### src/rtl/lcd_pkg.sv
// Shared constants and state encodings for the character-LCD driver.
package lcd_pkg;

  localparam logic [7:0] FUNC_SET = 8'h28;
  localparam logic [7:0] ENTRY    = 8'h06;
  localparam logic [7:0] DISP_ON  = 8'h0C;
  localparam logic [7:0] CLEAR    = 8'h01;
  localparam logic [7:0] ROW0     = 8'h80;
  localparam logic [7:0] ROW1     = 8'hC0;

  typedef enum logic [1:0] {
    POR_WAIT,
    INIT_NIB,
    INIT_BYTE,
    REFRESH
  } drv_state_e;

  typedef enum logic [2:0] {
    TX_IDLE,
    TX_SETUP_HI,
    TX_PULSE_HI,
    TX_GAP,
    TX_SETUP_LO,
    TX_PULSE_LO,
    TX_CMD
  } tx_state_e;

  function automatic logic [3:0] init_nibble(input logic [1:0] idx);
    return (idx == 2'd3) ? 4'h2 : 4'h3;
  endfunction

  function automatic logic [7:0] init_byte(input logic [1:0] idx);
    logic [7:0] b;
    case (idx)
      2'd0:    b = FUNC_SET;
      2'd1:    b = ENTRY;
      2'd2:    b = DISP_ON;
      default: b = CLEAR;
    endcase
    return b;
  endfunction

endpackage

### src/rtl/lcd_nibble_tx.sv
// Serialises one byte (or a lone init nibble) onto the 4-bit LCD bus with
// setup, enable pulse, inter-nibble gap and post-byte command delay.
module lcd_nibble_tx
  import lcd_pkg::*;
#(
  parameter int unsigned T_SETUP   = 2,
  parameter int unsigned T_EPULSE  = 12,
  parameter int unsigned T_NIB_GAP = 50,
  parameter int unsigned T_CMD     = 2000
) (
  input  logic       clk_i,
  input  logic       rst_i,
  input  logic       start_i,
  input  logic       nibble_mode_i,
  input  logic       rs_i,
  input  logic [7:0] byte_i,
  output logic       busy_o,
  output logic       done_o,
  output logic       lcde_o,
  output logic       lcdrs_o,
  output logic [3:0] lcddat_o
);

  localparam int unsigned TM_A = (T_SETUP > T_EPULSE) ? T_SETUP : T_EPULSE;
  localparam int unsigned TM_B = (T_NIB_GAP > T_CMD) ? T_NIB_GAP : T_CMD;
  localparam int unsigned TMAX = (TM_A > TM_B) ? TM_A : TM_B;
  localparam int unsigned CW   = $clog2(TMAX + 1);

  localparam logic [CW-1:0] SETUP_LD = CW'(T_SETUP - 1);
  localparam logic [CW-1:0] PULSE_LD = CW'(T_EPULSE - 1);
  localparam logic [CW-1:0] GAP_LD   = CW'(T_NIB_GAP - 1);
  localparam logic [CW-1:0] CMD_LD   = CW'(T_CMD - 1);

  tx_state_e     st_q;
  logic [CW-1:0] cnt_q;
  logic          mode_q;
  logic [3:0]    lo_q;
  logic          lcde_q;
  logic          rs_q;
  logic [3:0]    dat_q;

  assign busy_o   = (st_q != TX_IDLE);
  // done marks the last cycle of a transfer so the next one can start back-to-back
  assign done_o   = (cnt_q == '0) && ((st_q == TX_PULSE_HI && mode_q) || st_q == TX_CMD);
  assign lcde_o   = lcde_q;
  assign lcdrs_o  = rs_q;
  assign lcddat_o = dat_q;

  always_ff @(posedge clk_i or posedge rst_i) begin
    if (rst_i) begin
      st_q   <= TX_IDLE;
      cnt_q  <= '0;
      mode_q <= 1'b0;
      lo_q   <= '0;
      lcde_q <= 1'b0;
      rs_q   <= 1'b0;
      dat_q  <= '0;
    end else if (start_i && (!busy_o || done_o)) begin
      st_q   <= TX_SETUP_HI;
      cnt_q  <= SETUP_LD;
      mode_q <= nibble_mode_i;
      lo_q   <= byte_i[3:0];
      lcde_q <= 1'b0;
      rs_q   <= rs_i;
      dat_q  <= byte_i[7:4];
    end else if (st_q != TX_IDLE) begin
      if (cnt_q != '0) begin
        cnt_q <= cnt_q - 1'b1;
      end else begin
        case (st_q)
          TX_SETUP_HI: begin
            st_q   <= TX_PULSE_HI;
            lcde_q <= 1'b1;
            cnt_q  <= PULSE_LD;
          end
          TX_PULSE_HI: begin
            lcde_q <= 1'b0;
            if (mode_q) begin
              st_q <= TX_IDLE;
            end else begin
              st_q  <= TX_GAP;
              cnt_q <= GAP_LD;
            end
          end
          TX_GAP: begin
            st_q  <= TX_SETUP_LO;
            dat_q <= lo_q;
            cnt_q <= SETUP_LD;
          end
          TX_SETUP_LO: begin
            st_q   <= TX_PULSE_LO;
            lcde_q <= 1'b1;
            cnt_q  <= PULSE_LD;
          end
          TX_PULSE_LO: begin
            st_q   <= TX_CMD;
            lcde_q <= 1'b0;
            cnt_q  <= CMD_LD;
          end
          default: st_q <= TX_IDLE;
        endcase
      end
    end
  end

endmodule

### src/rtl/lcd_text_driver.sv
// 2x16 text buffer with HD44780 4-bit init sequence and continuous refresh.
module lcd_text_driver
  import lcd_pkg::*;
#(
  parameter int unsigned T_POR     = 750000,
  parameter int unsigned T_INIT1   = 205000,
  parameter int unsigned T_INIT2   = 5000,
  parameter int unsigned T_SETUP   = 2,
  parameter int unsigned T_EPULSE  = 12,
  parameter int unsigned T_NIB_GAP = 50,
  parameter int unsigned T_CMD     = 2000,
  parameter int unsigned T_CLR     = 82000
) (
  input  logic       CCLK,
  input  logic       rst,
  input  logic       wr_en,
  input  logic [4:0] wr_addr,
  input  logic [7:0] wr_data,
  output logic       ready,
  output logic       LCDE,
  output logic       LCDRS,
  output logic       LCDRW,
  output logic [3:0] LCDDAT
);

  localparam int unsigned TM_A = (T_POR > T_INIT1) ? T_POR : T_INIT1;
  localparam int unsigned TMAX = (TM_A > T_CLR) ? TM_A : T_CLR;
  localparam int unsigned TW   = $clog2(TMAX + 1);

  localparam logic [TW-1:0] POR_LAST = TW'(T_POR - 1);
  localparam logic [TW-1:0] INIT1_LD = TW'(T_INIT1 - 1);
  localparam logic [TW-1:0] INIT2_LD = TW'(T_INIT2 - 1);
  localparam logic [TW-1:0] CMD_LD   = TW'(T_CMD - 1);
  // The transmitter already idles T_CMD after the Clear byte; only the remainder is waited here.
  localparam logic [TW-1:0] CLR_LD   = TW'((T_CLR > T_CMD) ? (T_CLR - T_CMD - 1) : 0);

  drv_state_e    state_q;
  logic [TW-1:0] timer_q;
  logic [1:0]    step_q;
  logic          hold_q;
  logic          ready_q;
  logic [4:0]    addr_q;
  logic          row_cmd_q;
  logic [7:0]    text_q [32];

  logic          tx_start, tx_mode, tx_rs, tx_busy, tx_done, tx_free;
  logic [7:0]    tx_byte;
  logic [TW-1:0] nib_wait;

  assign tx_free = !tx_busy || tx_done;
  assign ready   = ready_q;
  assign LCDRW   = 1'b0;

  always_comb begin
    case (step_q)
      2'd0:    nib_wait = INIT1_LD;
      2'd1:    nib_wait = INIT2_LD;
      default: nib_wait = CMD_LD;
    endcase
  end

  always_comb begin
    tx_start = 1'b0;
    tx_mode  = 1'b0;
    tx_rs    = 1'b0;
    tx_byte  = '0;
    case (state_q)
      POR_WAIT: if (timer_q == POR_LAST) begin
        tx_start = 1'b1;
        tx_mode  = 1'b1;
        tx_byte  = {init_nibble(2'd0), 4'h0};
      end
      INIT_NIB: if (hold_q && timer_q == '0) begin
        tx_start = 1'b1;
        if (step_q == 2'd3) begin
          tx_byte = init_byte(2'd0);
        end else begin
          tx_mode = 1'b1;
          tx_byte = {init_nibble(step_q + 2'd1), 4'h0};
        end
      end
      INIT_BYTE: if (tx_done && step_q != 2'd3) begin
        tx_start = 1'b1;
        tx_byte  = init_byte(step_q + 2'd1);
      end
      REFRESH: if (tx_free) begin
        tx_start = 1'b1;
        if (row_cmd_q) begin
          tx_byte = addr_q[4] ? ROW1 : ROW0;
        end else begin
          tx_rs   = 1'b1;
          tx_byte = text_q[addr_q];
        end
      end
      default: ;
    endcase
  end

  always_ff @(posedge CCLK or posedge rst) begin
    if (rst) begin
      state_q   <= POR_WAIT;
      timer_q   <= '0;
      step_q    <= '0;
      hold_q    <= 1'b0;
      ready_q   <= 1'b0;
      addr_q    <= '0;
      row_cmd_q <= 1'b1;
    end else begin
      case (state_q)
        // POR counts up from the reset value; every later wait loads and counts down.
        POR_WAIT: begin
          if (timer_q == POR_LAST) begin
            state_q <= INIT_NIB;
            step_q  <= '0;
            hold_q  <= 1'b0;
            timer_q <= '0;
          end else begin
            timer_q <= timer_q + 1'b1;
          end
        end
        INIT_NIB: begin
          if (!hold_q) begin
            if (tx_done) begin
              hold_q  <= 1'b1;
              timer_q <= nib_wait;
            end
          end else if (timer_q == '0) begin
            hold_q <= 1'b0;
            if (step_q == 2'd3) begin
              state_q <= INIT_BYTE;
              step_q  <= '0;
            end else begin
              step_q <= step_q + 2'd1;
            end
          end else begin
            timer_q <= timer_q - 1'b1;
          end
        end
        INIT_BYTE: begin
          if (!hold_q) begin
            if (tx_done) begin
              if (step_q == 2'd3) begin
                hold_q  <= 1'b1;
                timer_q <= CLR_LD;
              end else begin
                step_q <= step_q + 2'd1;
              end
            end
          end else if (timer_q == '0) begin
            hold_q    <= 1'b0;
            state_q   <= REFRESH;
            ready_q   <= 1'b1;
            addr_q    <= '0;
            row_cmd_q <= 1'b1;
          end else begin
            timer_q <= timer_q - 1'b1;
          end
        end
        REFRESH: begin
          if (tx_start) begin
            if (row_cmd_q) begin
              row_cmd_q <= 1'b0;
            end else begin
              addr_q    <= addr_q + 5'd1;
              row_cmd_q <= (addr_q[3:0] == 4'hF);
            end
          end
        end
        default: state_q <= POR_WAIT;
      endcase
    end
  end

  always_ff @(posedge CCLK or posedge rst) begin
    if (rst) begin
      for (int unsigned i = 0; i < 32; i++) text_q[i] <= 8'h20;
    end else if (wr_en) begin
      text_q[wr_addr] <= wr_data;
    end
  end

  lcd_nibble_tx #(
    .T_SETUP  (T_SETUP),
    .T_EPULSE (T_EPULSE),
    .T_NIB_GAP(T_NIB_GAP),
    .T_CMD    (T_CMD)
  ) u_tx (
    .clk_i        (CCLK),
    .rst_i        (rst),
    .start_i      (tx_start),
    .nibble_mode_i(tx_mode),
    .rs_i         (tx_rs),
    .byte_i       (tx_byte),
    .busy_o       (tx_busy),
    .done_o       (tx_done),
    .lcde_o       (LCDE),
    .lcdrs_o      (LCDRS),
    .lcddat_o     (LCDDAT)
  );

endmodule
### config.mk
export PLATFORM = sky130hd
export DESIGN_NAME = lcd_text_driver
export DESIGN_NICKNAME = d
export VERILOG_FILES = /design/src/rtl/lcd_pkg.sv /design/src/rtl/lcd_nibble_tx.sv /design/src/rtl/lcd_text_driver.sv
export SDC_FILE = /design/constraint.sdc
export NUM_CORES = 1
export LEC_CHECK = 0
export ABC_AREA = 1
export BUFFER_PORTS_ARGS = -buffer_cell sky130_fd_sc_hd__buf_2
export CORE_MARGIN = 5
export CORE_UTILIZATION = 38
export DETAILED_ROUTE_END_ITERATION = 16
export PLACE_DENSITY_LB_ADDON = 0.3
export SYNTH_ARGS = -nofsm -noshare
export SYNTH_HDL_FRONTEND = slang
export SYNTH_SLANG_ARGS = --single-unit
export TNS_END_PERCENT = 20
### constraint.sdc
create_clock -name CCLK -period 22 [get_ports CCLK]
set_input_delay 3.3 -clock CCLK [delete_from_list [all_inputs] [get_ports CCLK]]
set_output_delay 3.3 -clock CCLK [all_outputs]
set_load 0.02 [all_outputs]
==> flow_metrics.py, run 1 <==
metrics = {
    "timing": {
        "slew_violations": 0,
        "min_period_over_period": 0.2114,
        "finalCriticalPeriod_ns": 4.652,
        "layout_setup_ws_ns": 17.35,
        "rsz0062_at_grt": "no",
        "fmax_mhz": 215.0,
        "worst_pin_slew_ns": 1.192,
        "slew_headroom": 0.2043,
        "finalClockSkew_ns": 0.01528,
        "setup_viol": 0,
        "fin_setup_tns_ns": 0,
        "hold_viol": 0,
    },
    "detailed_routing": {
        "first_pass_iters": 5,
        "drt_iter0_drc": 1309,
        "ant_nets": 0,
        "wl_um": 44640,
        "routedWlPerCell_um": 17.13,
        "viasPerCell": 5.404,
        "via_count": 14080,
        "drc": 0,
    },
    "synth": {
        "synth_ff_type": "dfrtp_1",
        "yosys-top-cells-area": "dfrtp_1 (43%), o21ai_0 (13%), nand2_1 (12%)",
        "syn_avg_cell_area_um2": 7.733,
        "async_reset_ff_frac": 1.000,
        "yosysWarnings": 0,
        "ys_ff_latch": 313,
        "yosysSeqAreaShare": 0.4853,
        "yosysTopAreaCellShare": 0.4319,
        "synth_edf_count": 0,
        "ys_types": 48,
        "synthCells": 2098,
        "synth_fp_nets": 2130,
        "yosys.area.top_type": "dfrtp_1",
        "syn_area_um2": 16220,
    },
    "worst_setup_path": {
        "crit_top_cell": "nand2_1",
        "endpoint_kind": "flip-flop",
        "crit_type": "in -> reg",
        "slowest_delay_ns": 0.68,
        "reg2reg_depth": 12,
        "reg2reg_from": "addr_q[0]$_DFFE_PP0P_",
        "critPathMaxFanout": 16,
        "r2r_setup_slack_ns": 18.55,
        "crit_slowest_cell": "nor2_1",
        "critPathRequiredTime_ns": 22.44,
        "path_cells": "buf_2, nand2_1, nor2_1, nand2_1, o21ai_0",
        "reg2reg_to": "u_tx.lo_q[1]$_DFFE_PP0P_",
        "critPathLaunch": "wr_addr[1]",
        "start_kind": "input pin",
        "arrival_ns": 5.09,
    },
    "grt": {
        "grt.busiest_layer": "met2",
        "grt_pass1_wl_um": 72750,
        "grtUsageMet3": 0.02749,
        "use_met2": 0.2975,
        "use_met1": 0.2674,
        "grt_overflow_total": 0,
        "grt_max_degree": 131,
        "grt.total_usage": 0.1882,
        "antenna_found_initial": 0,
        "grt_pass1_vias": 13520,
    },
    "clock_network": {
        "cts-hold-fix-buffers": 0,
        "cts_num_sinks": 313,
        "post_cts_resized": 0,
        "worstSkewPairLatency_ns": 0.53,
        "post_cts_buffers": 0,
        "htree_levels": 2,
        "cts_root_buf": "clkbuf_16",
        "cts_buffer_depth": 3,
        "clk_pin_slew_ns": 0.06,
        "cts-buffers-inserted": 35,
        "cts_tree": "done",
    },
    "placed_design": {
        "place_inst": 2543,
        "gp_congestion": 0.9088,
        "io_buffers": 22,
        "dp_hpwl_um": 28270,
        "pre_cts_ws_ns": 16.74,
    },
    "min_path": {
        "min_to": "ready$_DFFE_PP0P_",
        "hold_depth": 1,
        "hold_start": "ready$_DFFE_PP0P_",
        "hp-class": "reg -> reg",
    },
    "pwr": {
        "total_power_w": 0.001474,
        "powerDensity_nw_per_um2": 83.11,
        "p_leak_nw": 8.087,
        "ir_worst_vdd_v": 0.00005965,
    },
    "final_layout": {
        "syn2layout_area_growth_pct": 9.332,
        "regArea_um2": 7879,
        "multi_input_area_um2": 7284,
        "nNetsFinal": 2073,
        "fin_cells": 2606,
        "final_layout_size_suffix_gt1_frac": 0.08128,
        "diodes": 0,
        "num-fill-cells": 4233,
    },
    "run_status": {
        "status": "complete, no violations",
    },
    "floorplanning": {
        "die_w_um": 216.6,
        "fp-row-count": 75,
        "ioPinCount": 24,
        "initial_core_util": 0.3851,
        "die_area_um2": 46930,
        "core-area_um2": 42130,
        "die_y_um": 216.6,
    },
    "run": {
        "max_cap_violations": 0,
    },
}
==> worst max-delay path, delay by kind of cell <==
kind	cells	cell delay, ns
simple gates	3	1.33
compound gates	1	0.34
buf+inv	1	0.11
==> cell families (layout without fill, tap and decap cells) <==
logic type               after synthesis  count (layout)  share of synthesized area
other                                  1               1                  0.0002311
AND/OR/NAND/NOR                      937             937                     0.2452
XOR/XNOR                              19              19                    0.01026
adder cells (fa/ha/maj)               16              16                    0.01234
AO/OA/AOI/OAI                        551             551                     0.1810
flip-flops                           313             313                     0.4853
buffers and inverters                261             230                    0.06571
==> placed cells by master (no fill, tap or decap), types with 12 or more instances in the layout <==
cell and count:
a21oi_1 62, buf_2 22, buf_4 13, clkbuf_1 12, clkbuf_16 36, dfrtp_1 278, dfstp_2 33, ha_1 16
inv_1 124, nand2_1 536, nand3_1 95, nand4_1 19, nor2_1 217, nor3_1 29, o211ai_1 33, o21ai_0 407
o22ai_1 24, xor2_1 14
==> per-layer routing <==
layer / wire length, um / up-vias / part of all wire
li1: - / 6799 / -
met1: 20690 / 6722 / 0.46
met2: 20180 / 456 / 0.45
met3: 2374 / 105 / 0.053
met4: 1392 / 0 / 0.031
met5: 0 / - / 0
==> worst max-delay path by stage <==
stage	to	slack [ns]	cells past startpoint
finish	text_q[45]$_DFFE_PP1P_	17.35	5
global route	text_q[251]$_DFFE_PP0P_	17.15	3
CTS	text_q[179]$_DFFE_PP0P_	17.33	6
detailed placement	text_q[45]$_DFFE_PP1P_	16.74	5
global placement	text_q[43]$_DFFE_PP0P_	16.78	6
floorplan	addr_q[0]$_DFFE_PP0P_	10.10	1
==> power breakdown <==
part / internal [W] / switching [W]
sequential: 0.000673 / 0.0000445
clock: 0.000368 / 0.000244
combinational: 0.0000538 / 0.0000918
==> flip-flops by register name, summed over array words and instances (netlist names), 2 cells and up <==
register / flops
timer_q: 20
state_q: 2
u_tx.cnt_q: 11
text_q: 256
u_tx.lo_q: 4
u_tx.lcddat_o: 4
u_tx.st_q: 3
addr_q: 5
step_q: 2
==> stage by stage <==
step	hold slack (ns)	cell area, um^2	utilization
5_1_grt	0.4927	17740	0.4210
6_report	0.4710	17740	0.4210
3_3_place_gp	0.4580	16550	0.3928
3_5_place_dp	0.4615	16550	0.3928
2_1_floorplan	0.4434	16220	-
4_1_cts	0.4763	17740	0.4210
==> Yosys cell counts, drive strengths merged (2+ instances only) <==
library cell,n
o22ai,24
a21oi,64
xnor2,5
o21a,2
clkbuf,86
clkinv,4
o221ai,2
o211ai,33
a31oi,2
nor2,234
buf,43
nand4,19
dfstp,33
ha,16
o21ai,414
o31ai,2
nor3,31
xor2,14
nand3,99
inv,128
a22oi,7
nor4,5
dfrtp,280
or2,3
nand2,544
==> cell type report <==
type	count	area share
clock buffer	53	0.05721
sequential	313	0.4442
timing repair buffer	35	0.01171
inverter	132	0.02843
multi-input combinational	1524	0.4107
clock inverter	10	0.009805
tap	539	0.03802
Note: power is estimated with default switching activity, not from simulation.
==> run 2, diff against run 1 <==
==> constraint.sdc (replaced) <==
create_clock -name CCLK -period 4.2 [get_ports CCLK]
set_input_delay 0.63 -clock CCLK [delete_from_list [all_inputs] [get_ports CCLK]]
set_output_delay 0.63 -clock CCLK [all_outputs]
set_load 0.02 [all_outputs]
==> run 2 against run 1 <==
Compared with the run above:
- global-route usage rose by 0.26 points
- worst setup slack got worse by 16 ns
- via count rose by 0.18%
- clock power rose to 4.9 times the previous value
- clock-buffer cell count did not move
==> flow_metrics.py, run 2 (same netlist as run 1, synthesis figures left out) <==
metrics = {
    "clock_network": {
        "cts_tree": "done",
        "cts_buffer_depth": 3,
        "cts-buffers-inserted": 36,
        "clk_pin_slew_ns": 0.06,
        "cts_num_sinks": 313,
        "cts_root_buf": "clkbuf_16",
        "worstSkewPairLatency_ns": 0.55,
        "post_cts_buffers": 0,
        "htree_levels": 2,
        "cts-hold-fix-buffers": 0,
        "post_cts_resized": 0,
    },
    "floorplanning": {
        "fp-row-count": 75,
        "die_w_um": 216.6,
        "die_y_um": 216.6,
        "die_area_um2": 46930,
        "core-area_um2": 42130,
        "initial_core_util": 0.3851,
        "ioPinCount": 24,
    },
    "grt": {
        "grt_overflow_total": 0,
        "antenna_found_initial": 3,
        "grt_max_degree": 142,
        "grt_pass1_wl_um": 73610,
        "grt.total_usage": 0.1908,
        "grt_pass1_vias": 13300,
    },
    "placed_design": {
        "io_buffers": 22,
        "place_inst": 2544,
        "gp_congestion": 0.9054,
        "dp_hpwl_um": 28510,
    },
    "timing": {
        "finalClockSkew_ns": 0.01677,
        "slew_violations": 0,
        "slew_headroom": 0.1793,
        "worst_pin_slew_ns": 1.230,
        "fin_setup_tns_ns": 0,
        "finalCriticalPeriod_ns": 2.889,
        "hold_viol": 0,
        "whs_ns": 0.2794,
        "setup_viol": 0,
        "fmax_mhz": 346.2,
        "rsz0062_at_grt": "no",
        "min_period_over_period": 0.6878,
    },
    "final_layout": {
        "nNetsFinal": 2075,
        "largest_registers": "text_q x256, timer_q x20, u_tx.cnt_q x11",
        "layout_commonest_cell": "nand2_1",
        "fin_cells": 2609,
        "largest_reg_flops": 256,
        "layout_common_cells": "nand2_1 (536), o21ai_0 (407), dfrtp_1 (278)",
        "diodes": 0,
        "final_util": 0.4196,
        "syn2layout_area_growth_pct": 8.969,
        "top_register": "text_q",
        "final_layout_size_suffix_gt1_frac": 0.08116,
    },
    "worst_setup_path": {
        "arrival_ns": 3.31,
        "start_kind": "flip-flop",
        "endpoint_kind": "flip-flop",
        "crit_type": "reg -> reg",
        "critPathMaxFanout": 21,
        "critPathRequiredTime_ns": 4.62,
    },
    "detailed_routing": {
        "via_count": 14110,
        "first_pass_iters": 7,
        "routedWlPerCell_um": 17.44,
        "ant_nets": 0,
        "viasPerCell": 5.407,
        "drt_iter0_drc": 1477,
        "wl_um": 45500,
        "drc": 0,
    },
    "run": {
        "max_cap_violations": 0,
    },
    "pwr": {
        "ir_worst_vdd_v": 0.0003319,
        "total_power_w": 0.007511,
        "powerDensity_nw_per_um2": 424.9,
        "p_leak_nw": 8.037,
    },
    "min_path": {
        "hp-class": "in -> async",
    },
    "run_status": {
        "status": "complete, no violations",
    },
}
-- run 2: cell count changes in the layout (fill, tap and decap cells not counted), moves of 2 or more --
cell,before,now
buf_12,0,2
bufinv_16,4,0
clkbuf_1,12,15
clkbuf_8,5,1
clkinv_2,3,5
clkinvlp_4,1,7
inv_16,0,2
inv_8,2,0
-- run 2: critical path, cell delays in order (launching register included) --
cell     delay [ns]
dfrtp_1        0.38
inv_1          0.11
ha_1           0.22
nand2_2        0.11
nor2_2         0.15
nand3_1        0.14
nor2_1         0.15
o21ai_0        0.10
nand2_1        0.07
nand2_1        0.44
inv_1          0.64
nand3_1        0.14
o21a_1         0.12
-- run 2: worst paths after layout --
kind	start	end	cells after the start	slack [ns]
worst min-delay path	rst	u_tx.cnt_q[8]$_DFFE_PP0P_	3	0.28
max in group asynchronous	rst	text_q[76]$_DFFE_PP0P_	3	3.17
worst max-delay path	u_tx.cnt_q[0]$_DFFE_PP0P_	timer_q[16]$_DFFE_PP0P_	12	1.31
min in group CCLK	wr_data[1]	text_q[65]$_DFFE_PP0P_	3	0.31
worst max register to register	u_tx.cnt_q[0]$_DFFE_PP0P_	timer_q[16]$_DFFE_PP0P_	12	1.31
worst min register to register	u_tx.lo_q[1]$_DFFE_PP0P_	u_tx.lo_q[1]$_DFFE_PP0P_	2	0.48
-- run 2: final cells by class --
type                       instances  area [um^2]
fill                            4260        24450
multi-input combinational       1524         7284
sequential                       313         7879
clock inverter                    12        105.1
clock buffer                      53        996.0
timing repair buffer              36        240.2
inverter                         132        500.5
tap                              539        674.4
-- run 2: stage by stage --
step	worst slack [ns]	cell area (um^2)
2_1_floorplan	-0.5719	16230
3_3_place_gp	1.350	16580
3_5_place_dp	1.345	16580
4_1_cts	1.327	17680
5_1_grt	1.053	17680
6_report	1.311	17680
-- run 2: per-layer routing --
layer,part of all wire,track usage,vias up
li1,-,-,6804
met1,0.47,0.2771,6849
met2,0.45,0.3012,366
met3,0.053,0.02707,82
met4,0.025,0.05046,6
met5,0.00086,0,-
-- run 2: where the power goes --
group | switching [W] | leakage, nW | internal (W) | total (W)
logic | 0.000481 | 3.53 | 0.000283 | 0.000764
registers | 0.000233 | 4.00 | 0.00352 | 0.00376
clock network | 0.00132 | 0.517 | 0.00167 | 0.00299
==> run 3, diff against run 2 <==
==> constraint.sdc (replaced) <==
create_clock -name CCLK -period 2.5 [get_ports CCLK]
set_input_delay 0.375 -clock CCLK [delete_from_list [all_inputs] [get_ports CCLK]]
set_output_delay 0.375 -clock CCLK [all_outputs]
set_load 0.02 [all_outputs]
==> run 3 against run 2 <==
Compared with the run above:
- combinational power increased by 70%
- utilization rose by 1.3 points
- sequential power rose by 68%
- via count increased by 1.2%
- critical endpoint is now state_q[0]$_DFFE_PP0P_
==> flow_metrics.py, run 3 (same netlist as run 1, synthesis figures left out) <==
metrics = {
    "run_status": {
        "status": "complete, no violations",
    },
    "detailed_routing": {
        "viasPerCell": 5.375,
        "via_count": 14280,
        "routedWlPerCell_um": 17.39,
        "ant_nets": 0,
        "drt_iter0_drc": 1342,
        "drc": 0,
        "wl_um": 46210,
        "first_pass_iters": 7,
    },
    "placed_design": {
        "dp_hpwl_um": 29650,
        "place_inst": 2591,
        "io_buffers": 22,
        "gp_congestion": 0.9100,
    },
    "worst_setup_path": {
        "crit_type": "reg -> reg",
        "r2r_setup_slack_ns": 0.21,
        "crit_top_cell": "inv_1",
        "path_depth": 11,
        "cp-endpoint": "state_q[0]$_DFFE_PP0P_",
        "critPathRequiredTime_ns": 2.91,
        "crit_family": "simple AND/OR/NAND/NOR gates",
        "crit_slowest_cell": "dfrtp_1",
        "critPathLaunch": "timer_q[1]$_DFFE_PP0P_",
        "reg2reg_to": "state_q[0]$_DFFE_PP0P_",
        "path_cells": "inv_1, ha_1, nand2_4, nor2_8, nand3_4, nor2_2, inv_1, a21oi_2, nand3_1, nand2_1, o21ai_1",
        "reg2reg_from": "timer_q[1]$_DFFE_PP0P_",
        "reg2reg_depth": 11,
        "slowest_delay_ns": 0.42,
        "arrival_ns": 2.69,
        "critPathMaxFanout": 9,
        "path_buf_inv": 2,
        "start_kind": "flip-flop",
        "endpoint_kind": "flip-flop",
    },
    "clock_network": {
        "clk_pin_slew_ns": 0.06,
        "cts_tree": "done",
        "htree_levels": 2,
        "worstSkewPairLatency_ns": 0.55,
        "cts_root_buf": "clkbuf_16",
        "cts-buffers-inserted": 36,
        "post_cts_buffers": 0,
        "cts_num_sinks": 313,
        "cts_buffer_depth": 3,
    },
    "timing": {
        "whs_ns": 0.06493,
        "finalClockSkew_ns": 0.02901,
        "slew_headroom": 0.5937,
        "slew_violations": 0,
        "fin_setup_tns_ns": 0,
        "fmax_mhz": 437.3,
        "worst_pin_slew_ns": 0.6048,
        "min_period_over_period": 0.9146,
        "hold_viol": 0,
        "finalCriticalPeriod_ns": 2.287,
        "rsz0062_at_grt": "no",
        "setup_viol": 0,
    },
    "run": {
        "max_cap_violations": 0,
    },
    "floorplanning": {
        "die_y_um": 216.6,
        "fp-row-count": 75,
        "die_w_um": 216.6,
        "initial_core_util": 0.3851,
        "ioPinCount": 24,
        "die_area_um2": 46930,
        "core-area_um2": 42130,
    },
    "final_layout": {
        "layout_common_cells": "nand2_1 (535), o21ai_0 (406), dfrtp_1 (278)",
        "final_layout_size_suffix_gt1_frac": 0.1048,
        "num-fill-cells": 4318,
        "top_register": "text_q",
        "largest_registers": "text_q x256, timer_q x20, u_tx.cnt_q x11",
        "fin_cells": 2657,
        "nNetsFinal": 2123,
        "largest_reg_flops": 256,
        "syn2layout_area_growth_pct": 12.25,
        "diodes": 0,
        "layout_commonest_cell": "nand2_1",
    },
    "grt": {
        "grt_overflow_total": 0,
        "grt_max_degree": 110,
        "grt_pass1_vias": 14070,
        "grt.total_usage": 0.1964,
        "grt_pass1_wl_um": 75980,
        "antenna_found_initial": 2,
    },
    "pwr": {
        "ir_worst_vdd_v": 0.0004028,
        "p_leak_nw": 8.367,
        "total_power_w": 0.01297,
        "powerDensity_nw_per_um2": 712.2,
    },
    "min_path": {
        "hp-class": "in -> reg",
    },
}
==> run 3: repair_timing <==
| action | in CTS | in global routing |
|---|---|---|
| gates resized for setup | 0 | 2 |
| hold buffers | 1 | 0 |
| setup endpoints to repair | 0 | 6 |
| hold endpoints to repair | 10 | 0 |
==> run 3: worst min path at each step <==
stage	startpoint	slack, ns	to	cells past startpoint
global placement	rst	0.41	u_tx.cnt_q[2]$_DFFE_PP0P_	2
global route	wr_data[3]	0.08	text_q[67]$_DFFE_PP0P_	3
detailed placement	rst	0.42	u_tx.cnt_q[2]$_DFFE_PP0P_	2
finish	wr_data[6]	0.06	text_q[70]$_DFFE_PP0P_	3
floorplan	u_tx.lo_q[1]$_DFFE_PP0P_	0.44	u_tx.lo_q[1]$_DFFE_PP0P_	2
CTS	wr_data[0]	0.05	text_q[64]$_DFFE_PP0P_	3
==> run 3: where the power goes <==
group | internal (W) | leakage [nW] | switching [W]
sequential | 0.00592 | 4.00 | 0.000393
clock | 0.00314 | 0.590 | 0.00222
combinational | 0.000496 | 3.78 | 0.000804
total | 0.00956 | 8.37 | 0.00341
==> run 3: final cells by class <==
type                       instances  area, um^2  area share
sequential                       313        7879      0.4326
multi-input combinational       1524        7287      0.4001
clock buffer                      52        1042     0.05723
timing repair buffer              84       678.2     0.03724
tap                              539       674.4     0.03703
inverter                         132       500.5     0.02748
clock inverter                    13       151.4    0.008313
==> run 3: worst min-delay path: cells and delay by family <==
| family | cells | cell delay [ns] |
|---|---|---|
| buf+inv | 1 | 0.09 |
| compound gates | 1 | 0.06 |
| simple gates | 1 | 0.04 |
==> run 3: per-layer routing <==
layer / GRT usage / part of all wire / up-vias
met2: 0.3117 / 0.46 / 430
met3: 0.03405 / 0.063 / 92
met4: 0.06254 / 0.030 / 4
met1: 0.2756 / 0.45 / 6856
met5: 0 / 0.00058 / -
li1: - / - / 6899
==> run 3: per-stage QoR <==
stage	cell area, um^2	worst slack (ns)	util
floorplan	16230	-2.017	-
global placement	17010	0.2705	0.4036
detailed placement	17010	0.1860	0.4036
CTS	18210	0.1757	0.4322
global route	18210	0.01547	0.4322
finish	18210	0.2134	0.4322
